File: src/rtl/uart_tx_pkg.sv
// Shared types for the UART transmit framer.
// Holds the FSM state encoding and parity_mode constants.
package uart_tx_pkg;

    typedef enum logic [2:0] {
        ST_IDLE   = 3'd0,
        ST_START  = 3'd1,
        ST_DATA   = 3'd2,
        ST_PARITY = 3'd3,
        ST_STOP1  = 3'd4,
        ST_STOP2  = 3'd5
    } tx_state_t;

    localparam logic [1:0] PAR_NONE     = 2'b00;
    localparam logic [1:0] PAR_EVEN     = 2'b01;
    localparam logic [1:0] PAR_ODD      = 2'b10;
    localparam logic [1:0] PAR_NONE_ALT = 2'b11;

    function automatic logic has_parity(input logic [1:0] mode);
        return (mode == PAR_EVEN) || (mode == PAR_ODD);
    endfunction

endpackage

File: src/rtl/uart_tx_fifo.sv
// Transmit buffer: count-based FIFO, first-word fall-through read.
// Ports: clk, reset, push/wr_data, pop/rd_data, count, full, empty.
module uart_tx_fifo
    import uart_tx_pkg::*;
#(
    parameter int DATA_WIDTH = 8,
    parameter int FIFO_DEPTH = 8,
    localparam int AW = $clog2(FIFO_DEPTH),
    localparam int CW = AW + 1
) (
    input  logic                  clk,
    input  logic                  reset,
    input  logic                  push,
    input  logic [DATA_WIDTH-1:0] wr_data,
    input  logic                  pop,
    output logic [DATA_WIDTH-1:0] rd_data,
    output logic [CW-1:0]         count,
    output logic                  full,
    output logic                  empty
);

    logic [DATA_WIDTH-1:0] mem [FIFO_DEPTH];
    logic [AW-1:0]         wr_ptr;
    logic [AW-1:0]         rd_ptr;
    logic                  push_ok;
    logic                  pop_ok;

    assign full    = (count == CW'(FIFO_DEPTH));
    assign empty   = (count == '0);
    assign push_ok = push && !full;
    assign pop_ok  = pop && !empty;
    assign rd_data = mem[rd_ptr];

    always_ff @(posedge clk) begin
        if (push_ok) begin
            mem[wr_ptr] <= wr_data;
        end
    end

    // Pointers are AW bits wide, so they wrap modulo FIFO_DEPTH.
    always_ff @(posedge clk) begin
        if (reset) begin
            wr_ptr <= '0;
            rd_ptr <= '0;
            count  <= '0;
        end else begin
            if (push_ok) wr_ptr <= wr_ptr + 1'b1;
            if (pop_ok)  rd_ptr <= rd_ptr + 1'b1;
            case ({push_ok, pop_ok})
                2'b10:   count <= count + 1'b1;
                2'b01:   count <= count - 1'b1;
                default: count <= count;
            endcase
        end
    end

endmodule

File: src/rtl/uart_tx_framer.sv
// UART transmitter: buffered words framed as start/data/parity/stop.
// Ports: UCLK, reset, bit_tick, data_valid/parallel_data/ready,
//        parity_mode, two_stop, tx, busy, uart_tx_state, fifo_count.
module uart_tx_framer
    import uart_tx_pkg::*;
#(
    parameter int DATA_WIDTH = 8,
    parameter int FIFO_DEPTH = 8
) (
    input  logic                         UCLK,
    input  logic                         reset,
    input  logic                         bit_tick,
    input  logic                         data_valid,
    input  logic [DATA_WIDTH-1:0]        parallel_data,
    output logic                         ready,
    input  logic [1:0]                   parity_mode,
    input  logic                         two_stop,
    output logic                         tx,
    output logic                         busy,
    output logic [2:0]                   uart_tx_state,
    output logic [$clog2(FIFO_DEPTH):0]  fifo_count
);

    localparam int BW = $clog2(DATA_WIDTH);
    localparam logic [BW-1:0] LAST_BIT = BW'(DATA_WIDTH - 1);

    tx_state_t             state;
    logic [DATA_WIDTH-1:0] shreg;
    logic [BW-1:0]         bit_cnt;
    logic                  par_bit;
    logic                  use_par;
    logic                  two_stop_q;

    logic [DATA_WIDTH-1:0] rd_data;
    logic                  full;
    logic                  empty;
    logic                  push;
    logic                  pop;
    logic                  last_stop;

    assign ready = !full && !reset;
    assign push  = data_valid && ready;

    assign last_stop = (state == ST_STOP1 && !two_stop_q)
                    || (state == ST_STOP2);

    // Pop from idle or at the final stop tick, so back-to-back
    // frames follow with no idle gap.
    assign pop = bit_tick && !reset && !empty
              && ((state == ST_IDLE) || last_stop);

    uart_tx_fifo #(
        .DATA_WIDTH (DATA_WIDTH),
        .FIFO_DEPTH (FIFO_DEPTH)
    ) u_fifo (
        .clk     (UCLK),
        .reset   (reset),
        .push    (push),
        .wr_data (parallel_data),
        .pop     (pop),
        .rd_data (rd_data),
        .count   (fifo_count),
        .full    (full),
        .empty   (empty)
    );

    always_ff @(posedge UCLK) begin
        if (reset) begin
            state      <= ST_IDLE;
            tx         <= 1'b1;
            shreg      <= '0;
            bit_cnt    <= '0;
            par_bit    <= 1'b0;
            use_par    <= 1'b0;
            two_stop_q <= 1'b0;
        end else if (bit_tick) begin
            if (pop) begin
                // Mode inputs are captured here, so mid-frame
                // changes only apply to the next frame.
                shreg      <= rd_data;
                par_bit    <= (^rd_data) ^ (parity_mode == PAR_ODD);
                use_par    <= has_parity(parity_mode);
                two_stop_q <= two_stop;
                state      <= ST_START;
                tx         <= 1'b0;
            end else begin
                case (state)
                    ST_IDLE: begin
                        tx <= 1'b1;
                    end
                    ST_START: begin
                        state   <= ST_DATA;
                        tx      <= shreg[0];
                        shreg   <= shreg >> 1;
                        bit_cnt <= '0;
                    end
                    ST_DATA: begin
                        if (bit_cnt == LAST_BIT) begin
                            if (use_par) begin
                                state <= ST_PARITY;
                                tx    <= par_bit;
                            end else begin
                                state <= ST_STOP1;
                                tx    <= 1'b1;
                            end
                        end else begin
                            tx      <= shreg[0];
                            shreg   <= shreg >> 1;
                            bit_cnt <= bit_cnt + 1'b1;
                        end
                    end
                    ST_PARITY: begin
                        state <= ST_STOP1;
                        tx    <= 1'b1;
                    end
                    ST_STOP1: begin
                        state <= two_stop_q ? ST_STOP2 : ST_IDLE;
                        tx    <= 1'b1;
                    end
                    default: begin
                        state <= ST_IDLE;
                        tx    <= 1'b1;
                    end
                endcase
            end
        end
    end

    assign busy          = (state != ST_IDLE) || !empty;
    assign uart_tx_state = state;

endmodule

File: config.mk
export PLATFORM = sky130hd
export DESIGN_NAME = uart_tx_framer
export DESIGN_NICKNAME = d
export VERILOG_FILES = /design/src/rtl/uart_tx_pkg.sv /design/src/rtl/uart_tx_fifo.sv /design/src/rtl/uart_tx_framer.sv
export SDC_FILE = /design/constraint.sdc
export NUM_CORES = 1
export LEC_CHECK = 0
export BUFFER_PORTS_ARGS = -buffer_cell sky130_fd_sc_hd__clkbuf_2
export CAP_MARGIN = 20
export CORE_MARGIN = 2
export CORE_UTILIZATION = 45
export CTS_BUF_LIST = sky130_fd_sc_hd__clkbuf_8
export DETAILED_ROUTE_END_ITERATION = 12
export SYNTH_ARGS = -nofsm -noshare
export SYNTH_HDL_FRONTEND = slang
export SYNTH_SLANG_ARGS = --single-unit
File: constraint.sdc
create_clock -name UCLK -period 3.4 [get_ports UCLK]
set_input_delay 0.68 -clock UCLK [delete_from_list [all_inputs] [get_ports UCLK]]
set_output_delay 0.68 -clock UCLK [all_outputs]
set_load 0.1 [all_outputs]
; ---- After elaboration in Yosys (flattened, before gate mapping)
; Memory sizes are Yosys's and may differ from the RTL's. A register that Yosys moved wholly into a read port is not among the register bits.
; Cells that the tools add are included.
[word_totals]
regBits = 28
mem_bits_rw = 64
in_bits = 15
output_inout_bits = 10
word_cells = 79
n_memories = 1
[memory_table]
columns = memory, depth, word_bits, rd, rd_clocked_by_memory_dff, wr, line_no
row1 = u_fifo.mem, 8, 8, 1, 1, 1, uart_tx_fifo.sv:22  ; logic [DATA_WIDTH-1:0] mem [FIFO_DEPTH];
[classes]
addsub = 5
n_eq_ne = 15
n_mux = 19
bitwise_logic = 2
n_reduce_logical = 27
[op_table]
columns = op, count
row1 = two-way mux 3 bit, 7
row2 = two-way mux 8 bit, 2
row3 = one-hot mux 8 bit (2 select lines), 1
row4 = one-hot mux 3 bit (5 select lines), 1
row5 = adder 3 x 1 -> 3 bit (second input constant), 3
row6 = equality test 3 bit (second input constant), 3
row7 = logical AND 1 bit, 8
row8 = one-hot mux 4 bit (2 select lines), 1
row9 = XOR reduction 8 bit, 1
row10 = equality test 3 x 2 -> 1 bit (second input constant), 2
row11 = inequality test 3 x 2 -> 1 bit (second input constant), 2
row12 = one-hot mux 3 bit (2 select lines), 1
row13 = AND reduction 3 bit, 2
row14 = nonzero test 3 bit, 2
row15 = two-way mux 1 bit, 5
row16 = adder 4 x 1 -> 4 bit (second input constant), 1
row17 = equality test 2 x 1 -> 1 bit (second input constant), 2
row18 = equality test 2 bit (second input constant), 2
row19 = equality test 4 bit (second input constant), 1
row20 = zero test 1 bit, 4
row21 = zero test 4 bit, 1
row22 = logical OR 1 bit, 4
row23 = AND reduction 4 bit, 1
row24 = nonzero test 2 bit, 2
row25 = 9 further kinds, 9

; ---- Longest topological paths before layout
; Gate-level depths: netlist of the first run.
[depth]
ltp_word = 8
depth_mapped = 13
mapped_depth_nobuf = 11

; ---- By module
; From an unflattened synthesis of the first run, not the netlist that was laid out.
[unflattened]
hier_cells = 285
hier_area_um2 = 4146.5
[modules_own_cells]
columns = mod, n_inst, cells_each, area_each_um2, seq_area_each_um2
row1 = uart_tx_fifo, 1, 167, 3126.7, 2182.1
row2 = uart_tx_framer, 1, 118, 1019.7, 360.3

; ---- Worst setup path before layout of the first run
; No wires, ideal clock.
[synth_path]
path_type = register -> register
from = register u_fifo.count[1]
to = register u_fifo.count[2]
setup_ps = 70
arrival_ps = 4527
slack_ps = -1197
stages_incl_launch_ff = 13
synth_period_minus_slack_ps = 4597
path_cell_list = dfxtp_1 -> buf_2 -> nor3_1 -> a21oi_1 -> and2_0 -> inv_1 -> ha_1 -> xor2_1 -> ha_1 -> a21oi_1 -> xor2_1 -> or3_1 -> a21oi_1
[synth_between]
elab_chain_cells = 7
[synth_rtl]
columns = element, line_no
row1 = start: declaration, uart_tx_fifo.sv:17  ; output logic [CW-1:0] count,
row2 = start signal: assignment, uart_tx_fifo.sv:50  ; 2'b10: count <= count + 1'b1;
row3 = start signal: assignment, uart_tx_fifo.sv:51  ; 2'b01: count <= count - 1'b1;
row4 = start signal: assignment, uart_tx_fifo.sv:52  ; default: count <= count;
row5 = equality test 4 bit *, uart_tx_fifo.sv:28  ; assign full = (count == CW'(FIFO_DEPTH));
row6 = zero test 1 bit *, uart_tx_framer.sv:41  ; assign ready = !full && !reset;
row7 = logical AND 1 bit *, uart_tx_framer.sv:41
row8 = named net ready, uart_tx_framer.sv:15  ; output logic ready,
row9 = logical AND 1 bit *, uart_tx_framer.sv:42  ; assign push = data_valid && ready;
row10 = logical AND 1 bit *, uart_tx_fifo.sv:30  ; assign push_ok = push && !full;
row11 = equality test 2 x 1 -> 1 bit or equality test 2 bit (tied branches), uart_tx_fifo.sv:49  ; case ({push_ok, pop_ok})
row12 = one-hot mux 4 bit (2 select lines) or nonzero test 2 bit (tied branches), -
; Mark *: on every way through the listed nets, which the timed path passes. The rest lies on a longest branch.
; A chain may end at the register's enable or synchronous reset.

; ---- Worst setup path in the final report of the first run
[layout_path]
from = register u_fifo.count[1]
to = register u_fifo.count[3]
[layout_between]
elab_chain_cells = 7
[layout_rtl]
columns = element, line_no
row1 = zero test 4 bit *, uart_tx_fifo.sv:29  ; assign empty = (count == '0);
row2 = zero test 1 bit *, "uart_tx_fifo.sv:31, uart_tx_framer.sv:49"
row3 = logical AND 1 bit, uart_tx_framer.sv:49  ; assign pop = bit_tick && !reset && !empty
row4 = logical AND 1 bit, uart_tx_framer.sv:50  ; && ((state == ST_IDLE) || last_stop);
row5 = logical AND 1 bit *, uart_tx_fifo.sv:31  ; assign pop_ok = pop && !empty;
row6 = named net u_fifo.pop_ok, uart_tx_fifo.sv:26  ; logic pop_ok;
row7 = equality test 2 x 1 -> 1 bit or equality test 2 bit (tied branches), uart_tx_fifo.sv:49
row8 = one-hot mux 4 bit (2 select lines) or nonzero test 2 bit (tied branches), -
; Marks and branches as above.

==> implementation parameters, run 1 <==
Parameter                              Value

CTS
  CTS sink count ... 95
  Total clock buffers created by CTS ... 9
  Post-CTS setup buffers ... 0
  Clock latency of the later-clocked register in the worst-skew pair ... 0.35 ns
  CTS root buffer ... clkbuf_8
  Number of buffers inserted by hold repair at cts ... 0
  TritonCTS clock tree ... yes
  Count of instances resized after the clock tree is built ... 0
  Clock-pin slew reported for the worst setup and hold paths after clock tree synthesis ... 0.10 ns
  Number of buffers on the longest clock path ... 2
  Htree depth ... 3

Synthesis
  Net count after synthesis ... 310
  Number of synthesis warnings ... 0
  Dominant synthesized flop cell ... edfxtp_1
  Number of distinct library cells after synthesis ... 42
  Sequential cell area fraction in the yosys report ... 62.9%
  Count of state elements after synthesis ... 95
  Cells after synthesis ... 287
  EDFF count, synth ... 64
  Summed instance area of the synthesized netlist ... 4040 sq um
  Avg Synthesized Cell Area ... 14.1 sq um
  Share of synthesized registers carrying an async set or reset ... 0%

Power
  Peak supply drop ... 0.220 mV
  Pwr/cell area ... 507 nW/um^2
  Total leakage power ... 1.57 nW

GRT
  All-Layer GR Usage ... 15.8%
  Final global-route overflow total ... 0
  Number of global-route vias before repair ... 2206
  Initial antenna violation count ... 0
  First-pass GRT wire length ... 11600 um
  Pin count of the biggest net entering global routing ... 31

Finish
  Fin area ... 4490 sq um
  Most frequent cells in the layout ... edfxtp_1 (64), nor2_1 (34), dfxtp_1 (27)
  Area growth, synth to finish ... 11.2%
  Non-filler cells, final ... 432
  Share of post-route cells with drive strength above 1 ... 20.7%
  Most common library cell in the layout ignoring fill and taps ... edfxtp_1
  Layout Nets ... 342
  Number of diodes ... 0

Setup path
  Data arrival, critical path ... 3.01 ns
  Critical path fanouts, max ... 10
  Data required time at the worst endpoint ... 3.64 ns
  Worst Setup Start Kind ... flop
  Crit Path Class ... flop to flop
  Category of the worst setup path capture point ... flop

Timing
  F_max ... 0.362 GHz
  Clock skew ... 0.0140 ns
  Worst slew margin ... 43.8%
  Setup slack after layout ... 0.636 ns
  Number of failing setup endpoints in the final timing report ... 0
  Worst-margin pin slew ... 0.834 ns
  Setup repair after global routing missed its margin ... false
  Min Clock Period, post-route ... 2.76 ns
  Max Transition Viols Final ... 0
  Share of the clock period used by the worst path ... 81.3%
  Hold violation count in the final report ... 0
  Accumulated negative setup slack ... 0 ns

Flow run
  Max Cap Violations ... 0

Drt
  Via count ... 2319
  Detailed Route Iter0 Violations ... 126
  Count of TritonRoute iterations in the first routing pass ... 5
  Routed wirelength normalized by instance count ... 17.1 um
  DRT Wirelength ... 7380 um
  Number of nets with antenna violations after detailed routing ... 0
  DRC violations left ... 0
  Via density ... 5.37

Min path
  Class of the worst hold path ... flop to flop

Placement
  Count of buffers inserted at the top-level ports ... 24
  Cell area reported after detailed placement ... 4310 sq um
  DPL Wire Length ... 4820 um
  Gp weighted congestion ... 0.832
  Cell total after placement ... 416
  Worst slack after detailed placement ... 0.344 ns

Floorplanning
  Top-Level Pins ... 25
  Full die area ... 9750 sq um
  Horizontal die dimension ... 98.7 um
  Starting utilization of the core area ... 46.3%
  Vertical die dimension ... 98.7 um
  Number of core rows ... 34
  Placeable core area ... 8720 sq um

Outcome
  Run status ... completed
[registers in the layout (all words and copies together), names as in the netlist, 3 cells and up, named ones only]
name,cells
bit_cnt,3
u_fifo.rd_ptr,3
uart_tx_state,3
u_fifo.count,4
u_fifo.wr_ptr,3
u_fifo.mem,64
shreg,8
[kinds of logic (layout without fill, tap and decap cells)]
| group | after synthesis | count (layout) | share of synthesized area, % |
|---|---|---|---|
| xor+xnor | 14 | 14 | 3.38 |
| buf+inv | 22 | 59 | 2.97 |
| flops | 95 | 95 | 62.9 |
| fa+ha+maj | 8 | 8 | 2.48 |
| compound gates | 39 | 39 | 5.92 |
| mux | 25 | 25 | 12.4 |
| simple gates | 84 | 84 | 9.91 |
[layout make-up]
type	instances	area, sq um
Multi-Input combinational cell	170	1390
Clock buffer	9	124
Tap cell	108	135
Inverter	7	26.3
Timing Repair Buffer	36	210
Sequential cell	95	2550
Clock inverter	7	61.3
Fill cell	755	4230
[per-layer routing]
layer,vias up,track usage [%],part of all wire (%)
li1,1144,-,-
met2,44,26.7,49
met3,9,2.77,3.7
met1,1122,20.6,46
met4,0,6.01,1.5
met5,-,0,0
[where the power goes]
group          leakage, nW  total, mW  switching (mW)  internal (mW)
Clock               0.0936      0.686           0.406          0.280
Combinational        0.642      0.300           0.189          0.111
Sequential           0.831       1.29          0.0268           1.26
Total                 1.57       2.28           0.622           1.65
[worst paths after layout]
path | from | to | slack [ns] | depth (start not counted)
max | u_fifo.count[1]$_SDFFE_PP0P_ | u_fifo.count[3]$_SDFFE_PP0P_ | 0.64 | 11
min | bit_cnt[1]$_SDFFE_PP0P_ | bit_cnt[1]$_SDFFE_PP0P_ | 0.47 | 2
max reg2reg | u_fifo.count[1]$_SDFFE_PP0P_ | u_fifo.count[3]$_SDFFE_PP0P_ | 0.64 | 11
min reg2reg | bit_cnt[1]$_SDFFE_PP0P_ | bit_cnt[1]$_SDFFE_PP0P_ | 0.47 | 2
[cell usage after synthesis (all sizes together), types with 2 or more instances]
cell type	number	area [sq um]
a221oi	6	52.6
o211ai	2	15.0
nor3	6	30.0
buf	7	62.6
nand2	19	71.3
mux4	16	398
edfxtp	64	1920
inv	7	26.3
ha	8	100
xnor2	6	52.6
mux2i	9	103
clkbuf	8	31.3
dfxtp	31	621
nor2b	2	12.5
nor2	35	134
nand2b	4	25.0
a31oi	2	12.5
nand4	2	12.5
nand3b	8	60.1
a21oi	13	65.1
or4	2	15.0
o21ai	11	55.1
xor2	7	61.3
a211oi	2	15.0
[per-stage QoR]
step	power (mW)	utilization [%]	hold WS, ns
6_report	2.28	51.5	0.465
5_1_grt	2.37	51.5	0.490
4_1_cts	2.31	51.5	0.465
3_5_place_dp	1.62	49.4	0.451
3_3_place_gp	1.61	49.4	0.443
2_1_floorplan	1.56	-	0.436
[worst max-delay path: stages, from the launching register on]
cell	delay, ns
dfxtp_2	0.41
or4_1	0.15
nand3b_1	0.10
or4_1	0.56
inv_2	0.19
ha_1	0.28
or3b_2	0.45
o21ai_0	0.08
nand3b_1	0.09
a21oi_1	0.16
xnor2_1	0.13
nor2_1	0.05
Note: power is estimated with default switching activity, not from simulation.
==> run 2: changes to the inputs <==
==> constraint.sdc (replaced) <==
create_clock -name UCLK -period 2.8 [get_ports UCLK]
set_input_delay 0.56 -clock UCLK [delete_from_list [all_inputs] [get_ports UCLK]]
set_output_delay 0.56 -clock UCLK [all_outputs]
set_load 0.1 [all_outputs]
==> implementation parameters, run 2 (synthesized netlist as in run 1, its figures left out) <==
Parameter                              Value

Drt
  Detailed Route Iter0 Violations ... 75 (-40%)
  DRT Wirelength ... 7300 um (-1.2%)
  Routed wirelength normalized by instance count ... 16.6 um (-2.7%)
  Via count ... 2366 (+2.0%)
  DRC violations left ... 0 (unchanged)
  Via density ... 5.39 (+0.40%)
  Number of nets with antenna violations after detailed routing ... 0 (unchanged)
  Count of TritonRoute iterations in the first routing pass ... 5 (unchanged)

Setup path
  Worst path buffer plus inverter count ... 1 (unchanged)
  Data required time at the worst endpoint ... 3.05 ns (-0.59 ns)
  CP delay by family, top ... simple AND/OR/NAND/NOR gates
  Worst Setup Start Kind ... flop
  Slowest cell delay on critical path ... 0.53 ns (-0.03 ns)
  Data arrival, critical path ... 2.76 ns (-0.25 ns)
  Category of the worst setup path capture point ... flop
  CP cell instances ... or4_1, nand3b_1, or4_1, inv_8, ha_4, or3b_2, o21ai_0, nand3b_1, a21oi_2, xnor2_1, nor2_1
  Critical path fanouts, max ... 9 (-1)
  Worst reg-to-reg path cell count ... 11 (unchanged)
  Cell type of the slowest stage on the worst timing path ... or4_1
  Startpoint of the worst-slack reg-to-reg timing path ... u_fifo.count[1]$_SDFFE_PP0P_
  Crit Path Class ... flop to flop
  Flop-to-flop setup slack ... 0.29 ns (-0.35 ns)
  Capture point of the worst reg-to-reg path ... u_fifo.count[3]$_SDFFE_PP0P_

Min path
  Hold path depth ... 3 (+1)
  Class of the worst hold path ... primary input to flop
  Hold worst-path end ... two_stop_q$_SDFFE_PP0P_
  Startpoint of the most critical hold path ... two_stop

Timing
  Hold violation count in the final report ... 0 (unchanged)
  Worst-margin pin slew ... 0.544 ns (-0.290 ns)
  F_max ... 0.398 GHz (+10%)
  Min Clock Period, post-route ... 2.51 ns (-0.252 ns)
  Share of the clock period used by the worst path ... 89.7% (+8.4 points)
  Setup repair after global routing missed its margin ... false
  Accumulated negative setup slack ... 0 ns (unchanged)
  Max Transition Viols Final ... 0 (unchanged)
  Worst slew margin ... 63.9% (+20 points)
  Clock skew ... 0.0111 ns (-0.00295 ns)
  Hold Slack ... 0.407 ns (-0.0578 ns)
  Number of failing setup endpoints in the final timing report ... 0 (unchanged)

Power
  Total leakage power ... 1.61 nW (+3.0%)
  Peak supply drop ... 0.319 mV (+45%)
  Pwr/cell area ... 613 nW/um^2 (+21%)

Finish
  Layout Nets ... 349 (+2.0%)
  Largest registers ranked by flip-flop count ... u_fifo.mem x64, shreg x8, u_fifo.count x4
  Final-layout fill cell count ... 723 (-4.2%)
  Register bank with the most flops ... u_fifo.mem
  Non-filler cells, final ... 439 (+1.6%)
  Area growth, synth to finish ... 14.1%
  Max FFs per register ... 64 (unchanged)
  Number of diodes ... 0 (unchanged)
  Most frequent cells in the layout ... edfxtp_1 (64), nor2_1 (34), dfxtp_1 (25)
  Most common library cell in the layout ignoring fill and taps ... edfxtp_1
  Share of post-route cells with drive strength above 1 ... 25.1% (+4.4 points)

Floorplanning
  Number of core rows ... 34 (unchanged)
  Full die area ... 9750 sq um (unchanged)
  Horizontal die dimension ... 98.7 um (unchanged)
  Starting utilization of the core area ... 46.3% (unchanged)
  Placeable core area ... 8720 sq um (unchanged)
  Top-Level Pins ... 25 (unchanged)
  Vertical die dimension ... 98.7 um (unchanged)

GRT
  First-pass GRT wire length ... 11500 um (-1.1%)
  Initial antenna violation count ... 0 (unchanged)
  All-Layer GR Usage ... 15.4% (-0.45 points)
  Final global-route overflow total ... 0 (unchanged)
  Number of global-route vias before repair ... 2222 (+0.73%)
  Pin count of the biggest net entering global routing ... 31 (unchanged)

Placement
  Gp weighted congestion ... 0.821 (-1.4%)
  Count of buffers inserted at the top-level ports ... 24 (unchanged)
  DPL Wire Length ... 4800 um (-0.35%)
  Cell total after placement ... 423 (+1.7%)

CTS
  Count of instances resized after the clock tree is built ... 0 (unchanged)
  Clock latency of the later-clocked register in the worst-skew pair ... 0.35 ns (about the same)
  Number of buffers inserted by hold repair at cts ... 0 (unchanged)
  Number of buffers on the longest clock path ... 2 (unchanged)
  CTS root buffer ... clkbuf_8
  Clock-pin slew reported for the worst setup and hold paths after clock tree synthesis ... 0.11 ns (about the same)
  Htree depth ... 3 (unchanged)
  Post-CTS setup buffers ... 0 (unchanged)
  TritonCTS clock tree ... yes
  Total clock buffers created by CTS ... 9 (unchanged)
  CTS sink count ... 95 (unchanged)

Flow run
  Max Cap Violations ... 0 (unchanged)

Outcome
  Run status ... completed
==> run 2: cell type report <==
cell class | instances | area, sq um | share of cell area [%]
flip-flops and latches | 95 | 2560 | 55.7
clock inverters | 7 | 66.3 | 1.44
well taps | 108 | 135 | 2.93
multi-input cells | 170 | 1420 | 30.8
inverters | 7 | 36.3 | 0.788
clock buffers | 9 | 124 | 2.69
repair buffers | 43 | 263 | 5.70
==> run 2: worst reg2reg max path: cells and delay by family (launching register included) <==
| family | cells | cell delay, ns |
|---|---|---|
| adders and majority gates | 1 | 0.15 |
| buffers and inverters | 1 | 0.10 |
| xor gates and xnor gates | 1 | 0.13 |
| and+or+nand+nor | 6 | 1.36 |
| AOI/OAI and AO/OA | 2 | 0.26 |
| DFF | 1 | 0.41 |
==> run 2: routing by layer <==
layer	vias up	track usage [%]	routed length, um
met2	41	24.9	3500
met1	1156	20.8	3480
met3	11	2.55	204
li1	1158	-	-
met4	0	6.53	102
met5	-	0	0
==> run 2: report_power, final <==
group          total [mW]  leakage (nW)  switching, mW  internal, mW
clock               0.880        0.0991          0.530         0.350
combinational       0.376         0.681          0.231         0.145
sequential           1.57         0.834         0.0346          1.53
total                2.82          1.61          0.796          2.03
==> run 2: how the worst max path moves through the flow <==
stage | start | endpoint | slack, ns | depth (start not counted)
after floorplan | u_fifo.count[1]$_SDFFE_PP0P_ | u_fifo.count[2]$_SDFFE_PP0P_ | -0.03 | 12
after global placement | reset | u_fifo.count[3]$_SDFFE_PP0P_ | 0.14 | 11
after detailed placement | reset | u_fifo.count[3]$_SDFFE_PP0P_ | 0.10 | 11
after CTS | flop | par_bit$_SDFFE_PP0P_ | 0.26 | 6
after global routing | u_fifo.count[1]$_SDFFE_PP0P_ | u_fifo.count[3]$_SDFFE_PP0P_ | 0.12 | 11
final | u_fifo.count[1]$_SDFFE_PP0P_ | u_fifo.count[3]$_SDFFE_PP0P_ | 0.29 | 11
==> run 2: through the flow <==
step,area [sq um],util [%],power [mW],setup WS [ns]
floorplan,4130,-,1.91,-0.0301
finish,4610,52.8,2.82,0.289
CTS,4610,52.8,2.85,0.265
global route,4610,52.8,2.94,0.121
detailed placement,4420,50.6,1.98,0.103
global placement,4420,50.6,1.98,0.140
==> run 3: changes to the inputs <==
--- a/config.mk
+++ b/config.mk
@@ -7,10 +7,13 @@
 export LEC_CHECK = 0
 export BUFFER_PORTS_ARGS = -buffer_cell sky130_fd_sc_hd__clkbuf_2
 export CAP_MARGIN = 20
+export CELL_PAD_IN_SITES_DETAIL_PLACEMENT = 1
+export CELL_PAD_IN_SITES_GLOBAL_PLACEMENT = 1
 export CORE_MARGIN = 2
-export CORE_UTILIZATION = 45
-export CTS_BUF_LIST = sky130_fd_sc_hd__clkbuf_8
+export CORE_UTILIZATION = 52
+export CTS_BUF_LIST = sky130_fd_sc_hd__clkbuf_2
 export DETAILED_ROUTE_END_ITERATION = 12
+export PLACE_DENSITY_LB_ADDON = 0.1
 export SYNTH_ARGS = -nofsm -noshare
 export SYNTH_HDL_FRONTEND = slang
 export SYNTH_SLANG_ARGS = --single-unit
==> implementation parameters, run 3 (synthesized netlist as in run 1, its figures left out) <==
Parameter                              Value

Setup path
  Slowest cell delay on critical path ... 0.57 ns (+0.04 ns)
  Critical path fanouts, max ... 7 (-2)
  Data arrival, critical path ... 2.11 ns (-0.65 ns)
  CP delay by family, top ... simple AND/OR/NAND/NOR gates
  Cell type of the slowest stage on the worst timing path ... or4_1
  Data required time at the worst endpoint ... 2.24 ns (-0.81 ns)
  CP cell instances ... or4_1, nand3b_1, clkbuf_2
  Worst Setup Start Kind ... flop
  Flop-to-flop setup slack ... 0.19 ns (-0.10 ns)
  Worst path buffer plus inverter count ... 1 (unchanged)
  Crit Path Class ... flop to output pin
  Category of the worst setup path capture point ... output pin

Finish
  Max FFs per register ... 64 (unchanged)
  Most common library cell in the layout ignoring fill and taps ... edfxtp_1
  Most frequent cells in the layout ... edfxtp_1 (64), nor2_1 (34), clkbuf_2 (33)
  Largest registers ranked by flip-flop count ... u_fifo.mem x64, shreg x8, u_fifo.count x4
  Area growth, synth to finish ... 11.5%
  Number of diodes ... 0 (unchanged)
  Share of post-route cells with drive strength above 1 ... 24.3% (-0.76 points)
  Register bank with the most flops ... u_fifo.mem
  Final-layout fill cell count ... 752 (+4.0%)
  Layout Nets ... 347 (-0.57%)
  Non-filler cells, final ... 431 (-1.8%)

CTS
  Number of buffers on the longest clock path ... 2 (unchanged)
  Clock-pin slew reported for the worst setup and hold paths after clock tree synthesis ... 0.26 ns (+0.15 ns)
  Count of instances resized after the clock tree is built ... 0 (unchanged)
  TritonCTS clock tree ... yes
  Clock latency of the later-clocked register in the worst-skew pair ... 0.56 ns (+0.21 ns)
  Post-CTS setup buffers ... 0 (unchanged)
  CTS sink count ... 95 (unchanged)
  Total clock buffers created by CTS ... 9 (unchanged)
  CTS root buffer ... clkbuf_2
  Number of buffers inserted by hold repair at cts ... 0 (unchanged)
  Htree depth ... 3 (unchanged)

Flow run
  Max Cap Violations ... 0 (unchanged)

GRT
  Highest-utilization routing layer at the global route stage ... met2
  Number of global-route vias before repair ... 2578 (+16%)
  Final global-route overflow total ... 0 (unchanged)
  All-Layer GR Usage ... 21.8% (+6.4 points)
  Met2 usage in global routing ... 35.5% (+11 points)
  Pin count of the biggest net entering global routing ... 31 (unchanged)
  Initial antenna violation count ... 0 (unchanged)
  First-pass GRT wire length ... 13700 um (+20%)
  Met3 global-route usage ... 3.29% (+0.73 points)
  Grt met1 use ... 29.9% (+9.1 points)

Timing
  F_max ... 0.375 GHz (-5.9%)
  Min Clock Period, post-route ... 2.67 ns (+0.159 ns)
  Hold violation count in the final report ... 0 (unchanged)
  Setup slack after layout ... 0.130 ns (-0.159 ns)
  Setup repair after global routing missed its margin ... false
  Number of failing setup endpoints in the final timing report ... 0 (unchanged)
  Max Transition Viols Final ... 0 (unchanged)
  Clock skew ... 0.0268 ns (+0.0157 ns)
  Share of the clock period used by the worst path ... 95.4% (+5.7 points)
  Accumulated negative setup slack ... 0 ns (unchanged)
  Worst slew margin ... 64.0% (+0.11 points)
  Worst-margin pin slew ... 0.543 ns (-0.00164 ns)

Floorplanning
  Full die area ... 8490 sq um (-13%)
  Vertical die dimension ... 92.1 um (-6.7%)
  Starting utilization of the core area ... 53.1% (+6.8 points)
  Top-Level Pins ... 25 (unchanged)
  Horizontal die dimension ... 92.1 um (-6.7%)
  Placeable core area ... 7610 sq um (-13%)
  Number of core rows ... 32 (-5.9%)

Power
  Sequential share of power ... 60.5% (+5.0 points)
  Peak supply drop ... 0.388 mV (+22%)
  Share of power burned in combinational logic ... 15.0% (+1.7 points)
  Net switching power figure ... 0.773 mW (-2.8%)
  Clock group share of total power ... 24.5% (-6.7 points)
  Switching share of power ... 29.8% (+1.6 points)
  Tot Pwr ... 2.59 mW (-8.1%)
  Total leakage power ... 1.57 nW (-2.5%)
  Pwr/cell area ... 576 nW/um^2 (-5.9%)
  Internal power ... 1.82 mW (-10%)

Min path
  Class of the worst hold path ... primary input to flop

Drt
  Via density ... 5.61 (+4.1%)
  DRC violations left ... 0 (unchanged)
  Detailed Route Iter0 Violations ... 116 (+55%)
  DRT Wirelength ... 8420 um (+15%)
  Count of TritonRoute iterations in the first routing pass ... 4 (-1)
  Routed wirelength normalized by instance count ... 19.5 um (+18%)
  Via count ... 2419 (+2.2%)
  Number of nets with antenna violations after detailed routing ... 0 (unchanged)

Outcome
  Run status ... completed

Placement
  Cell total after placement ... 415 (-1.9%)
  DPL Wire Length ... 5880 um (+23%)
  Worst slack after detailed placement ... 0.0677 ns (-0.0349 ns)
  Count of buffers inserted at the top-level ports ... 24 (unchanged)
  Gp weighted congestion ... 0.854 (+4.1%)
run 3: cell count changes in the layout (fill, tap and decap cells not counted):
cell and delta:
clkbuf_8 -9, clkinv_1 +1, inv_8 +1, buf_4 -2
inv_6 -3, clkinv_4 +1, clkbuf_2 +9
run 3: worst register-to-register path: cells and delay by family, from the launching register on:
family	cells	cell delay (ns)
AO/OA/AOI/OAI	2	0.16
XOR/XNOR	2	0.30
adder cells (fa/ha/maj)	2	0.37
buffers and inverters	1	0.04
flip-flops	1	0.43
AND/OR/NAND/NOR	4	1.26
run 3: metal layers:
metal / wire length, um / vias to the layer above
li1: - / 1158
met1: 3880 / 1213
met2: 4150 / 42
met3: 294 / 6
met4: 99 / 0
met5: 0 / -
run 3: area by class of cell:
| type | instances | area, sq um | area share, % |
|---|---|---|---|
| Clock buffer | 9 | 45.0 | 1.00 |
| Multi-Input combinational cell | 170 | 1420 | 31.5 |
| Tap cell | 102 | 128 | 2.83 |
| Sequential cell | 95 | 2560 | 57.0 |
| Inverter | 7 | 36.3 | 0.806 |
| Timing Repair Buffer | 41 | 248 | 5.50 |
| Clock inverter | 7 | 63.8 | 1.42 |
run 3: power by group through the flow:
stage / logic, mW / clock network, mW / registers [mW]
after floorplan: 0.273 / 0 / 1.63
after global placement: 0.382 / 0 / 1.60
after detailed placement: 0.391 / 0 / 1.60
after CTS: 0.393 / 0.657 / 1.57
after global routing: 0.421 / 0.706 / 1.58
final: 0.389 / 0.636 / 1.57
run 3: path summary, 6_finish.rpt:
kind                           startpoint                            to  depth (start not counted)
min                              two_stop       two_stop_q$_SDFFE_PP0P_                          3
max          u_fifo.count[0]$_SDFFE_PP0P_                          busy                          3
max reg2reg  u_fifo.count[0]$_SDFFE_PP0P_  u_fifo.count[2]$_SDFFE_PP0P_                         11
min reg2reg       bit_cnt[2]$_SDFFE_PP0P_       bit_cnt[2]$_SDFFE_PP0P_                          2
run 3: metrics by stage:
step	hold slack [ns]	utilization, %	instance area, sq um
after global routing	0.169	59.2	4500
after floorplan	0.436	-	4130
after global placement	0.445	57.8	4390
after detailed placement	0.455	57.8	4390
final	0.197	59.2	4500
after CTS	0.147	59.2	4500
